`src/rtl/wb_shared_arbiter_if.sv`:
```
// Classic Wishbone link: master-facing (slv) and slave-facing (mst) views of one bus.
interface wb_shared_arbiter_if #(
  parameter int AW = 32,
  parameter int DW = 32
);
  logic              cyc;
  logic              stb;
  logic              we;
  logic [DW/8-1:0]   sel;
  logic [AW-1:0]     adr;
  logic [DW-1:0]     wdat;
  logic [DW-1:0]     rdat;
  logic              ack;
  logic              err;

  // mst: the side that initiates cycles; the downstream slave carries no err.
  modport mst (
    output cyc, stb, we, sel, adr, wdat,
    input  ack, rdat
  );

  modport slv (
    input  cyc, stb, we, sel, adr, wdat,
    output ack, err, rdat
  );
endinterface

```
`src/rtl/wb_shared_arbiter.sv`:
```
// Two-master round-robin Wishbone arbiter; 1-cycle arbitration latency, grant held for the whole cyc.
// Optional hung-cycle watchdog enabled by defining WB_ARB_TIMEOUT_EN.
module wb_shared_arbiter #(
  parameter int AW     = 32,
  parameter int DW     = 32,
  parameter int TO_CYC = 255
) (
  input  logic                  wb_clk_i,
  input  logic                  wb_rst_i,
  wb_shared_arbiter_if.slv      m0,
  wb_shared_arbiter_if.slv      m1,
  wb_shared_arbiter_if.mst      s,
  output logic [1:0]            gnt_o
);

  typedef enum logic [1:0] {
    ST_IDLE = 2'd0,
    ST_G0   = 2'd1,
    ST_G1   = 2'd2
  } state_e;

  state_e state_q, state_d;
  logic   last_q, last_d;
  logic   kill;
  logic   to_err;

  always_ff @(posedge wb_clk_i) begin
    if (wb_rst_i) begin
      state_q <= ST_IDLE;
      last_q  <= 1'b1;
    end else begin
      state_q <= state_d;
      last_q  <= last_d;
    end
  end

  always_comb begin
    state_d = state_q;
    last_d  = last_q;
    case (state_q)
      ST_IDLE: begin
        // On a tie the master that was not served last wins.
        if (m0.cyc && m1.cyc) begin
          if (last_q) begin
            state_d = ST_G0;
            last_d  = 1'b0;
          end else begin
            state_d = ST_G1;
            last_d  = 1'b1;
          end
        end else if (m0.cyc) begin
          state_d = ST_G0;
          last_d  = 1'b0;
        end else if (m1.cyc) begin
          state_d = ST_G1;
          last_d  = 1'b1;
        end
      end
      ST_G0: begin
        if (!m0.cyc) state_d = ST_IDLE;
      end
      ST_G1: begin
        if (!m1.cyc) state_d = ST_IDLE;
      end
      default: state_d = ST_IDLE;
    endcase
  end

  always_comb begin
    gnt_o  = 2'b00;
    s.cyc  = 1'b0;
    s.stb  = 1'b0;
    s.we   = 1'b0;
    s.sel  = '0;
    s.adr  = '0;
    s.wdat = '0;
    m0.ack  = 1'b0;
    m0.rdat = '0;
    m1.ack  = 1'b0;
    m1.rdat = '0;
    case (state_q)
      ST_G0: begin
        gnt_o   = 2'b01;
        s.cyc   = m0.cyc & ~kill;
        s.stb   = m0.stb & ~kill;
        s.we    = m0.we;
        s.sel   = m0.sel;
        s.adr   = m0.adr;
        s.wdat  = m0.wdat;
        m0.ack  = s.ack & m0.stb & ~kill;
        m0.rdat = s.rdat;
      end
      ST_G1: begin
        gnt_o   = 2'b10;
        s.cyc   = m1.cyc & ~kill;
        s.stb   = m1.stb & ~kill;
        s.we    = m1.we;
        s.sel   = m1.sel;
        s.adr   = m1.adr;
        s.wdat  = m1.wdat;
        m1.ack  = s.ack & m1.stb & ~kill;
        m1.rdat = s.rdat;
      end
      default: ;
    endcase
  end

  assign m0.err = to_err & (state_q == ST_G0);
  assign m1.err = to_err & (state_q == ST_G1);

`ifdef WB_ARB_TIMEOUT_EN
  localparam logic [15:0] TO_LIM = 16'(TO_CYC - 1);

  logic [15:0] cnt_q, cnt_d;
  logic        kill_q, kill_d;

  // err fires in the TO_CYC-th stalled cycle; a coincident ack takes priority.
  always_comb begin
    cnt_d  = (s.stb && !s.ack) ? cnt_q + 16'd1 : 16'd0;
    to_err = s.stb && !s.ack && (cnt_q == TO_LIM);
    kill_d = (state_d != ST_IDLE) && (kill_q || to_err);
  end

  always_ff @(posedge wb_clk_i) begin
    if (wb_rst_i) begin
      cnt_q  <= 16'd0;
      kill_q <= 1'b0;
    end else begin
      cnt_q  <= cnt_d;
      kill_q <= kill_d;
    end
  end

  assign kill = kill_q;
`else
  logic unused_to_cyc;

  assign to_err        = 1'b0;
  assign kill          = 1'b0;
  assign unused_to_cyc = (TO_CYC == 0);
`endif

endmodule
```
`src/flat_wrapper.sv`:
```
// flat-port wrapper written by rule: the top's interface ports become plain ports
module wb_shared_arbiter_flat 
#(
  parameter int AW     = 32,
  parameter int DW     = 32,
  parameter int TO_CYC = 255
)
  (wb_clk_i, wb_rst_i, gnt_o, m0_cyc, m0_stb, m0_we, m0_sel, m0_adr, m0_wdat, m0_ack, m0_err, m0_rdat, m1_cyc, m1_stb, m1_we, m1_sel, m1_adr, m1_wdat, m1_ack, m1_err, m1_rdat, s_cyc, s_stb, s_we, s_sel, s_adr, s_wdat, s_ack, s_rdat);
  wb_shared_arbiter_if #(.AW(AW), .DW(DW)) m0_i ();
  wb_shared_arbiter_if #(.AW(AW), .DW(DW)) m1_i ();
  wb_shared_arbiter_if #(.AW(AW), .DW(DW)) s_i ();
  input  logic wb_clk_i;
  input  logic wb_rst_i;
  output logic [1:0] gnt_o;
  input wire logic [$bits(m0_i.cyc)-1:0] m0_cyc;
  input wire logic [$bits(m0_i.stb)-1:0] m0_stb;
  input wire logic [$bits(m0_i.we)-1:0] m0_we;
  input wire logic [$bits(m0_i.sel)-1:0] m0_sel;
  input wire logic [$bits(m0_i.adr)-1:0] m0_adr;
  input wire logic [$bits(m0_i.wdat)-1:0] m0_wdat;
  output wire logic [$bits(m0_i.ack)-1:0] m0_ack;
  output wire logic [$bits(m0_i.err)-1:0] m0_err;
  output wire logic [$bits(m0_i.rdat)-1:0] m0_rdat;
  input wire logic [$bits(m1_i.cyc)-1:0] m1_cyc;
  input wire logic [$bits(m1_i.stb)-1:0] m1_stb;
  input wire logic [$bits(m1_i.we)-1:0] m1_we;
  input wire logic [$bits(m1_i.sel)-1:0] m1_sel;
  input wire logic [$bits(m1_i.adr)-1:0] m1_adr;
  input wire logic [$bits(m1_i.wdat)-1:0] m1_wdat;
  output wire logic [$bits(m1_i.ack)-1:0] m1_ack;
  output wire logic [$bits(m1_i.err)-1:0] m1_err;
  output wire logic [$bits(m1_i.rdat)-1:0] m1_rdat;
  output wire logic [$bits(s_i.cyc)-1:0] s_cyc;
  output wire logic [$bits(s_i.stb)-1:0] s_stb;
  output wire logic [$bits(s_i.we)-1:0] s_we;
  output wire logic [$bits(s_i.sel)-1:0] s_sel;
  output wire logic [$bits(s_i.adr)-1:0] s_adr;
  output wire logic [$bits(s_i.wdat)-1:0] s_wdat;
  input wire logic [$bits(s_i.ack)-1:0] s_ack;
  input wire logic [$bits(s_i.rdat)-1:0] s_rdat;
  assign m0_i.cyc = m0_cyc;
  assign m0_i.stb = m0_stb;
  assign m0_i.we = m0_we;
  assign m0_i.sel = m0_sel;
  assign m0_i.adr = m0_adr;
  assign m0_i.wdat = m0_wdat;
  assign m0_ack = m0_i.ack;
  assign m0_err = m0_i.err;
  assign m0_rdat = m0_i.rdat;
  assign m1_i.cyc = m1_cyc;
  assign m1_i.stb = m1_stb;
  assign m1_i.we = m1_we;
  assign m1_i.sel = m1_sel;
  assign m1_i.adr = m1_adr;
  assign m1_i.wdat = m1_wdat;
  assign m1_ack = m1_i.ack;
  assign m1_err = m1_i.err;
  assign m1_rdat = m1_i.rdat;
  assign s_cyc = s_i.cyc;
  assign s_stb = s_i.stb;
  assign s_we = s_i.we;
  assign s_sel = s_i.sel;
  assign s_adr = s_i.adr;
  assign s_wdat = s_i.wdat;
  assign s_i.ack = s_ack;
  assign s_i.rdat = s_rdat;
  wb_shared_arbiter #(.AW(AW), .DW(DW), .TO_CYC(TO_CYC)) u_core (.wb_clk_i(wb_clk_i), .wb_rst_i(wb_rst_i), .m0(m0_i), .m1(m1_i), .s(s_i), .gnt_o(gnt_o));
endmodule
```
`config.mk`:
```
export PLATFORM = sky130hd
export DESIGN_NAME = wb_shared_arbiter_flat
export DESIGN_NICKNAME = d
export VERILOG_FILES = /design/src/rtl/wb_shared_arbiter_if.sv /design/src/rtl/wb_shared_arbiter.sv /design/src/flat_wrapper.sv
export SDC_FILE = /design/constraint.sdc
export NUM_CORES = 1
export LEC_CHECK = 0
export CORE_AREA = 2 2 122 124
export DETAILED_ROUTE_END_ITERATION = 6
export DIE_AREA = 0 0 124 126
export GPL_ROUTABILITY_DRIVEN = 0
export PLACE_DENSITY = 0.61
export SLEW_MARGIN = 10
export SYNTH_ARGS = -nofsm -noshare
export SYNTH_HDL_FRONTEND = slang
export SYNTH_SLANG_ARGS = --single-unit
```
`constraint.sdc`:
```
create_clock -name wb_clk_i -period 4.3 [get_ports wb_clk_i]
set_clock_uncertainty 0.15 [all_clocks]
set_input_delay 1.075 -clock wb_clk_i [delete_from_list [all_inputs] [get_ports wb_clk_i]]
set_output_delay 1.075 -clock wb_clk_i [all_outputs]
set_load 0.02 [all_outputs]
```
# ---- Yosys cells after proc, flatten, opt, wreduce, memory -nomap -nowiden
# Index checks and enable logic that the tools add are counted.
dict set report totals {
  input_bits 177
  elab_cells 36
  output_inout_bits 141
  regBits 3
}
dict set report op_classes {
  mux 22
  eq_ne 5
  n_bitwise 2
  reduce_logical 5
}
# op count
set op_table {}
lappend op_table {{$pmux W32 S2} 2}
lappend op_table {{$mux W32} 2}
lappend op_table {{$mux W2} 6}
lappend op_table {{$pmux W4 S2} 1}
lappend op_table {{$mux W1} 6}
lappend op_table {{$pmux W1 S2} 3}
lappend op_table {{$pmux W2 S3} 1}
lappend op_table {{$ne A2 B2 Y1 const B} 2}
lappend op_table {{$ne A4 B3 Y1 const B} 1}
lappend op_table {{$pmux W2 S2} 1}
lappend op_table {{$reduce_and A3 Y1} 1}
lappend op_table {{$reduce_bool A3 Y1} 1}
lappend op_table {{$and A1 B1 Y1} 2}
lappend op_table {{$eq A2 B1 Y1 const B} 1}
lappend op_table {{$eq A2 B2 Y1 const B} 1}
lappend op_table {{$logic_not A2 Y1} 1}
lappend op_table {{$reduce_and A2 Y1} 1}
lappend op_table {{$logic_and A1 B1 Y1} 1}

# ---- Logic depth before layout (Yosys ltp)
dict set report logic_depth {
  ltp_word 4
  ltp_mapped 7
  mapped_depth_nobuf 5
}

# ---- Least setup slack after synthesis
# No wires, ideal clock.
dict set report synth_timing {
  path_kind {register to output}
  from {reg u_core.state_q[0]}
  to {out s_adr[0]}
  stages_incl_launch_ff 7
  slack_ps 1610
  required_time_ps 3075
  arrival_ps 1465
  path_buffers 2
  cell_sequence {dfxtp_1 > inv_1 > ha_1 > buf_4 > buf_2 > a22oi_1 > nor2b_1}
}
dict set report synth_via {
  elab_chain_cells 2
  elab_cells_between_ends 3
  cone_classes {2 x eq/ne; 1 x mux}
}
# item line
set synth_rtl {}
lappend synth_rtl {{start, declared} wb_shared_arbiter.sv:22} ;# state_e state_q, state_d;
lappend synth_rtl {{start signal, assigned} wb_shared_arbiter.sv:32} ;# state_q <= state_d;
lappend synth_rtl {{$eq A2 B2 Y1 / $eq A2 B1 Y1 (equally long branches)} -}
lappend synth_rtl {{$pmux W32 S2 *} wb_shared_arbiter.sv:81} ;# case (state_q)
lappend synth_rtl {{end, declared} flat_wrapper.sv:37} ;# output wire logic [$bits(s_i.adr)-1:0] s_adr;
# Mark *: on every way between the ends. The rest lies on a longest branch, timed or not.

# ---- Worst setup path in the final report
dict set report layout_timing {
  from {in m1_cyc}
  to {out s_cyc}
}
dict set report layout_via {
  elab_chain_cells 1
}
# item line
set layout_rtl {}
lappend layout_rtl {{start, declared} flat_wrapper.sv:24} ;# input wire logic [$bits(m1_i.cyc)-1:0] m1_cyc;
lappend layout_rtl {{$pmux W1 S2} wb_shared_arbiter.sv:81}
lappend layout_rtl {{end, declared} flat_wrapper.sv:33} ;# output wire logic [$bits(s_i.cyc)-1:0] s_cyc;
# No other way between the ends.

==> summary.txt <==
Setup path
  – Critical path endpoint category: output pin
  – Setup Crit Path Kind: input pin to output pin
  – Critical Path RT: between 3 and 4 ns
  – CP max FO: 4
  – WP data arrival: 2.47 ns
  – CP startpoint kind: input pin

STA
  – Fin. max-slew vios: 0
  – Setup_tns: 0 ns
  – Hold Fails Final Rpt: 0
  – # setup viols final: 0
  – Unrepaired setup endpoints after global routing: no
  – F_max: 0.270 GHz
  – Final Critical Period: between 3 and 4 ns
  – Final period utilization: 0.860

Layout
  – Final nets: 738
  – Final non-filler cell total: between 700 and 800
  – Layout cells sized above 1: 0.0216
  – Multi-input logic area: between 1500 and 2000 µm²
  – Fill cell count: 1485
  – N_diodes: 0
  – Reg area: 60.1 µm²
  – P&R area growth vs syn: 187%

Global routing
  – GRT Residual Overflow: 0
  – Via count of the first global-routing pass: between 3k and 4k
  – Wire length of the first global-routing pass: approximately 16000 µm
  – Initial antenna violation count: 0
  – Largest net degree at the start of global routing: 105
  – GRT Overall Usage: 0.132

Route
  – ANT nets after route: 0
  – Avg WL per Cell: between 15 and 20 µm
  – DRC violations left: 0
  – Vias per cell: 4.11
  – Vias: 3036
  – DRT iter0 DRCs: 77
  – Wirelength, routed: 11500 µm
  – Detailed Routing Iterations Pass 1: 4

Clocking
  – Worst-Skew Late Latency: 0.22 ns
  – Clock slew at reported path FFs: 0.03 ns
  – CTS tree: built
  – Num CTS Buffers: 3
  – Post-CTS sizing: 0
  – Clk Tree Root Cell: clkbuf_16
  – Hold buffer count at CTS: 0
  – Post CTS Setup Buffer Count: 0
  – Clock Sinks: 3
  – Max clock buf depth: 2
  – H-Tree Depth: 1

Die
  – FP Rows: between 40 and 50
  – Die area: roughly 16000 µm²
  – Die Ht: around 130 µm
  – Die width: 124 µm
  – Ports: 318
  – Initial Util: 0.125
  – Core Box Area: 14300 µm²

Synth
  – Mapped Cells: 262
  – Register area share after synthesis: 0.0335
  – Register bit total from synthesis: 3
  – Synth cell types: 23
  – YS warnings: 0
  – Post-Syn Area: around 1800 µm²
  – Syn Area/Cell: 6.83 µm²

Pwr
  – Maximum vdd drop: 0.202 mV
  – Leak Pwr: roughly 0.0017 µW
  – Pwr Density: around 170 nW/µm²

Placement
  – Placed Cells incl. Taps: 735
  – Post-DP HPWL: around 9100 µm
  – # port buffers: 315

Job
  – MaxCap Viol Count: 0

Outcome
  – Run status: finished, final reports clean

Min path
  – Hold Crit Class: flop to flop
==> synth_stat cells <==
library cell  instances  area, µm²
nor2b_1              71        444
a22oi_1              70        526
and2_1               64        400
buf_2                11       55.1
clkbuf_1             10       37.5
buf_6                 5       56.3
ha_1                  5       62.6
buf_4                 3       22.5
clkbuf_2              3       15.0
dfxtp_1               3       60.1
and3_1                2       12.5
inv_1                 2       7.51
nand3b_1              2       15.0
o32ai_1               2       17.5
a21boi_1              1       7.51
a21o_1                1       7.51
a21oi_1               1       5.00
a22oi_2               1       12.5
a31oi_1               1       6.26
conb_1                1       3.75
nand2b_1              1       6.26
nor2_1                1       3.75
or2_2                 1       6.26
==> cell usage in the layout, fill, tap and decap left out, drive strengths merged <==
master	count
o32ai	2
nor2	1
conb	2
nor2b	71
a21oi	1
dfxtp	3
nand3b	2
a22oi	71
or2	1
and3	2
clkdlybuf4s50	315
buf	5
ha	5
a21o	1
nand2b	1
and2	64
a31oi	1
clkbuf	4
a21boi	1
inv	2
==> sequential cells by signal (all words and copies together) (netlist names) <==
register,count
u_core.last_q,1
u_core.state_q,2
==> metrics by stage <==
stage	util	worst slack [ns]	area, µm²	hold WS (ns)	power, µW
final	0.359	0.603	5140	0.437	889
after global routing	0.359	0.515	5140	0.482	945
after CTS	0.359	0.601	5140	0.432	898
after detailed placement	0.353	0.595	5060	0.419	744
after global placement	0.353	0.613	5060	0.402	734
after floorplan	-	1.61	1790	0.368	380
==> routing by layer <==
layer	up-vias	part of all wire	track usage
met2	134	0.52	0.249
met3	18	0.072	0.0213
met5	-	0	0
li1	1496	-	-
met4	0	0.017	0.0278
met1	1388	0.39	0.153
==> final cells by class <==
type,count,area share
sequential,3,0.0117
tap,184,0.0448
timing repair buffer,320,0.626
inverter,2,0.00146
multi-input combinational,226,0.301
clock buffer,4,0.0153
==> kinds of logic after synthesis <==
kind of cell / Yosys count / synth area share
AND/OR/NAND/NOR: 142 / 0.496
AO/OA/AOI/OAI: 77 / 0.325
flip-flops: 3 / 0.0335
buffers and inverters: 34 / 0.108
other: 1 / 0.00209
adder cells (fa/ha/maj): 5 / 0.0349
==> path summary, 6_finish.rpt <==
kind	slack (ns)	to	cells past startpoint	from
setup / recovery	0.60	s_cyc	4	m1_cyc
hold / removal	0.44	u_core.last_q	2	u_core.last_q
setup reg to reg	2.52	u_core.state_q[1]	6	u_core.state_q[1]
hold reg to reg	0.44	u_core.last_q	2	u_core.last_q
==> power breakdown <==
part,internal [µW],leakage [µW],switching (µW),total [µW]
Sequential,31.5,0.0000248,2.54,34.1
Combinational,390,0.00163,317,707
Clock,122,0.0000382,25.9,148
==> critical path, stage by stage <==
cell and delay [ns]:
clkdlybuf4s50_1 0.54, a22oi_2 0.12, nor2b_1 0.13, clkdlybuf4s50_1 0.61
Note: power is estimated with default switching activity, not from simulation.
